**config.mk**
```make
export PLATFORM = sky130hd
export DESIGN_NAME = food_logic
export DESIGN_NICKNAME = d
export VERILOG_FILES = /design/src/rtl/food_logic.sv
export SDC_FILE = /design/constraint.sdc
export NUM_CORES = 1
export LEC_CHECK = 0
export CORE_MARGIN = 3
export CORE_UTILIZATION = 30
export DETAILED_ROUTE_END_ITERATION = 8
export SLEW_MARGIN = 10
export SYNTH_ARGS = -nofsm -noshare
export SYNTH_HDL_FRONTEND = slang
export SYNTH_SLANG_ARGS = --single-unit
```
**constraint.sdc**
```tcl
create_clock -name clk -period 2.75 [get_ports clk]
set_clock_uncertainty 0.15 [all_clocks]
set_input_delay 0.55 -clock clk [delete_from_list [all_inputs] [get_ports clk]]
set_output_delay 0.55 -clock clk [all_outputs]
set_load 0.005 [all_outputs]
```
**src/rtl/food_logic.sv**
```systemverilog
// Food responder for the snake game: places food at a pseudo-random cell, plots it once,
// checks the snake head against it on each food_en strobe and owns the snake length.
module food_logic #(
    parameter logic [8:0]  X_MAX       = 9'd160,
    parameter logic [7:0]  Y_MAX       = 8'd120,
    parameter logic [10:0] LEN_INIT    = 11'd4,
    parameter logic [10:0] LEN_MAX     = 11'd1023,
    parameter logic [2:0]  FOOD_COLOUR = 3'b100,
    parameter logic [15:0] LFSR_SEED   = 16'hACE1
) (
    input  logic        clk,
    input  logic        rst,
    input  logic        food_en,
    input  logic [7:0]  head_x,
    input  logic [6:0]  head_y,
    output logic [10:0] length,
    output logic [7:0]  x,
    output logic [6:0]  y,
    output logic        plotEn,
    output logic [2:0]  colour_out,
    output logic        ate,
    output logic        busy
);

    typedef enum logic [1:0] {
        S_PICK  = 2'd0,
        S_DRAW  = 2'd1,
        S_IDLE  = 2'd2,
        S_CHECK = 2'd3
    } state_t;

    function automatic logic [15:0] lfsr_next(input logic [15:0] cur);
        return {cur[14:0], cur[15] ^ cur[13] ^ cur[12] ^ cur[10]};
    endfunction

    function automatic logic [10:0] len_inc(input logic [10:0] cur);
        return (cur == LEN_MAX) ? cur : cur + 11'd1;
    endfunction

    state_t      state_q, state_d;
    logic [15:0] lfsr_q;
    logic [7:0]  food_x_q, food_x_d;
    logic [6:0]  food_y_q, food_y_d;
    logic [10:0] length_q, length_d;
    logic        pending_q, pending_d;
    logic        plot_q, plot_d;
    logic [2:0]  colour_q, colour_d;
    logic        ate_q, ate_d;
    logic        busy_q, busy_d;

    logic [7:0]  cand_x_s;
    logic [6:0]  cand_y_s;
    logic        cand_ok_s;
    logic        hit_s;

    assign cand_x_s  = lfsr_q[7:0];
    assign cand_y_s  = lfsr_q[14:8];
    assign cand_ok_s = ({1'b0, cand_x_s} < X_MAX) && ({1'b0, cand_y_s} < Y_MAX) &&
                       !((cand_x_s == head_x) && (cand_y_s == head_y));
    assign hit_s     = (head_x == food_x_q) && (head_y == food_y_q);

    // State, food, length and registered output flops; reset abandons any plot in flight.
    always_ff @(posedge clk) begin
        if (!rst) begin
            state_q   <= S_PICK;
            lfsr_q    <= LFSR_SEED;
            food_x_q  <= 8'd0;
            food_y_q  <= 7'd0;
            length_q  <= LEN_INIT;
            pending_q <= 1'b0;
            plot_q    <= 1'b0;
            colour_q  <= 3'b000;
            ate_q     <= 1'b0;
            busy_q    <= 1'b1;
        end else begin
            state_q   <= state_d;
            lfsr_q    <= lfsr_next(lfsr_q);
            food_x_q  <= food_x_d;
            food_y_q  <= food_y_d;
            length_q  <= length_d;
            pending_q <= pending_d;
            plot_q    <= plot_d;
            colour_q  <= colour_d;
            ate_q     <= ate_d;
            busy_q    <= busy_d;
        end
    end

    // Next-state logic; strobes arriving outside S_IDLE collapse into one pending check.
    always_comb begin
        state_d  = state_q;
        food_x_d = food_x_q;
        food_y_d = food_y_q;
        length_d = length_q;
        if (food_en && (state_q != S_IDLE)) begin
            pending_d = 1'b1;
        end else begin
            pending_d = pending_q;
        end
        case (state_q)
            S_PICK: begin
                if (cand_ok_s) begin
                    food_x_d = cand_x_s;
                    food_y_d = cand_y_s;
                    state_d  = S_DRAW;
                end else begin
                    state_d = S_PICK;
                end
            end
            S_DRAW: state_d = S_IDLE;
            S_IDLE: begin
                if (food_en || pending_q) begin
                    pending_d = 1'b0;
                    state_d   = S_CHECK;
                end else begin
                    state_d = S_IDLE;
                end
            end
            S_CHECK: begin
                if (hit_s) begin
                    length_d = len_inc(length_q);
                    state_d  = S_PICK;
                end else begin
                    state_d = S_IDLE;
                end
            end
            default: state_d = S_PICK;
        endcase
    end

    // Output decode; busy also spans the plot strobe so the mux keeps this block selected.
    always_comb begin
        plot_d = (state_q == S_DRAW);
        if (plot_d) begin
            colour_d = FOOD_COLOUR;
        end else begin
            colour_d = 3'b000;
        end
        ate_d  = (state_q == S_CHECK) && hit_s;
        busy_d = (state_d == S_PICK) || (state_d == S_DRAW) || (state_q == S_DRAW);
    end

    assign length     = length_q;
    assign x          = food_x_q;
    assign y          = food_y_q;
    assign plotEn     = plot_q;
    assign colour_out = colour_q;
    assign ate        = ate_q;
    assign busy       = busy_q;

endmodule

```
==> run metrics <==
status finished clean; Detailed Routing Iterations Pass 1 4; synth warn 0; most frequent cells in the layout 48 x dfxtp_1, 47 x clkdlybuf4s50_1, 37 x nand2_1; slowest stage cell, crit path or4_1; CP startpoint kind input port; CTS resizes 0; post-synthesis sequential area ratio 45.47%; CTS tree built; Fill cells 666; Post-DP HPWL 3.539 mm; GRT Total Usage 11.78%; Skew-Pair Late Insertion Delay 0.30 ns; Least-Margin Pin Slew 1.045 ns; vias after detailed routing 1720; I/O Buffers 47; worst-path cell chain clkdlybuf4s50_1 -> xor2_1 -> nor4_1 -> buf_4 -> nand4_1 -> buf_4 -> or4_1 -> a21oi_1; number of synthesized register bits 48; Hold Vio Cnt, Final 0; Mapped Cells 232; max incr delay on CP 0.47 ns; initial core utilization 32.18%; Final ANT Viol Nets 0; Die Ht 89.93 um; Pwr Total 1.441 mW; DRT iter0 DRCs 71; Yosys cell types 32; post-layout minimum cycle time 2.503 ns; final slew viol count 0; initial antenna violation count 0; # DRC 0; Top Ports 50; WP data arrival 2.59 ns; worst relative slew slack 30.25%; Final setup viols 0; Die W 89.93 um; Core ar. 0.006568 mm^2; vias per cell 4.526; final cycle utilization of the critical path 91.01%; Critical Path RT 2.84 ns; commonest non-fill, non-tap cell in the layout dfxtp_1; nets@finish 307; global-route wire length before repair 7.693 mm; unrepaired setup endpoints after global routing no; total wire length 4.800 mm; CTS max path bufs 2; Post-Syn Area 0.002113 mm^2; worst hold-check path type reg -> reg; syn avg cell area 9.109 um^2; Max rail drop VDD 0.0002088 V; Worst path most repeated cell buf_4; Clock Pin Slew Worst Setup and Hold Paths 0.08 ns; leakage 1.081 nW; H-tree depth 2; post-route setup TNS 0 ns; CP max FO 17; crit end category flip-flop; largest net degree at the start of global routing 44; n_diodes 0; area grow syn2layout 34.52%; number of global-route vias before repair 1617; total of max-cap violations 0; GP Congestion 0.7909; Cell Pwr Density 506.8 mW/mm^2; GRT overflow 0; Max Clock Freq 399.6 MHz; layout cells sized above 1 7.666%; CTS buffer count 5; clk sinks 48; post-CTS setup buffers 0; hold buffer count at cts 0; Buf/Inv on CP 3; WL/cell 12.63 um; die area 0.008087 mm^2; num rows 29; clk root buf clkbuf_8; worst setup path class in -> reg; Top delay family on crit path simple AND/OR/NAND/NOR gates
## stage by stage
step / utilization [%] / setup slack [ns] / area [um^2] / instances / hold WS (ns)
after floorplan: - / 0.6496 / 2117 / 233 / 0.2570
after global placement: 41.78 / -0.08006 / 2744 / 374 / 0.2827
after detailed placement: 41.78 / -0.08747 / 2744 / 374 / 0.2844
after CTS: 43.28 / 0.2369 / 2843 / 380 / 0.3052
after global routing: 43.28 / 0.1239 / 2843 / 380 / 0.3329
final: 43.28 / 0.2472 / 2843 / 380 / 0.2993
## cell usage after synthesis
cell type	instances	area (um^2)
dfxtp_1	48	960.9
nand2_1	37	138.9
xor2_1	17	148.9
xnor2_1	16	140.1
mux2i_1	15	150.1
inv_1	10	37.54
a21oi_1	9	45.04
nand2b_1	8	50.05
nand4_1	7	43.79
o31ai_1	7	52.55
clkbuf_1	6	22.52
nand3_1	6	30.03
nor2_1	6	22.52
nor4_1	6	37.54
or4_1	6	45.04
buf_2	4	20.02
or2_1	4	25.02
buf_4	3	22.52
or3_1	3	18.77
o21ai_1	2	10.01
and3_1	1	6.260
and4_1	1	8.760
conb_1	1	3.750
ha_1	1	12.51
nand3b_1	1	7.510
nor2_2	1	6.260
nor3_1	1	5.000
nor3_2	1	10.01
o21a_1	1	7.510
o21ai_0	1	5.000
o311a_1	1	10.01
o31a_1	1	8.760
## registers in the layout, summed over array words and instances, names as in the netlist
| name | flops |
|---|---|
| length | 11 |
| busy | 1 |
| ate | 1 |
| pending_q | 1 |
| lfsr_q | 16 |
| y | 7 |
| colour_out | 1 |
| x | 8 |
| state_q | 2 |
## worst paths after layout
kind	startpoint	to	slack, ns	cells after the start
setup / recovery	head_y[6]	length[8]$_SDFFE_PN0P_	0.25	8
setup reg to reg	length[0]$_SDFFE_PN0P_	length[2]$_SDFFE_PN1P_	0.55	7
hold / removal	state_q[1]$_SDFF_PN0_	busy$_SDFF_PN1_	0.30	1
hold reg to reg	state_q[1]$_SDFF_PN0_	busy$_SDFF_PN1_	0.30	1
## layer usage
metal  part of all wire [%]  wire, um  vias up  GRT usage [%]
met5                      0         0        -              0
met2                     43      2064       49          18.55
met3                    5.6       271        8          3.088
met1                     50      2383      775          15.29
met4                    1.7        80        0          4.974
li1                       -         -      888              -
## layout make-up
cell class	count	area, um^2	share of cell area, %
Clock buffer	5	68.82	2.421
Tap cell	93	116.4	4.093
Multi-Input combinational cell	162	1054	37.06
Inverter	10	37.54	1.320
Timing Repair Buffer	61	575.6	20.25
Sequential cell	48	960.9	33.80
Clock inverter	1	30.03	1.056
## power breakdown
| part | total (mW) | switching (mW) | internal [mW] | leakage (nW) |
|---|---|---|---|---|
| Clock | 0.485 | 0.224 | 0.261 | 0.0501 |
| Sequential | 0.763 | 0.0329 | 0.730 | 0.393 |
| Combinational | 0.193 | 0.0825 | 0.110 | 0.638 |
## kinds of logic after synthesis
| logic type | after synthesis | synth area share, % |
|---|---|---|
| AOI/OAI and AO/OA | 22 | 6.572 |
| xor gates and xnor gates | 33 | 13.68 |
| adders and majority gates | 1 | 0.5920 |
| buffers and inverters | 23 | 4.855 |
| DFF | 48 | 45.47 |
| muxes | 15 | 7.105 |
| other | 1 | 0.1774 |
| and+or+nand+nor | 89 | 21.55 |
(Power assumes the default switching activity.)
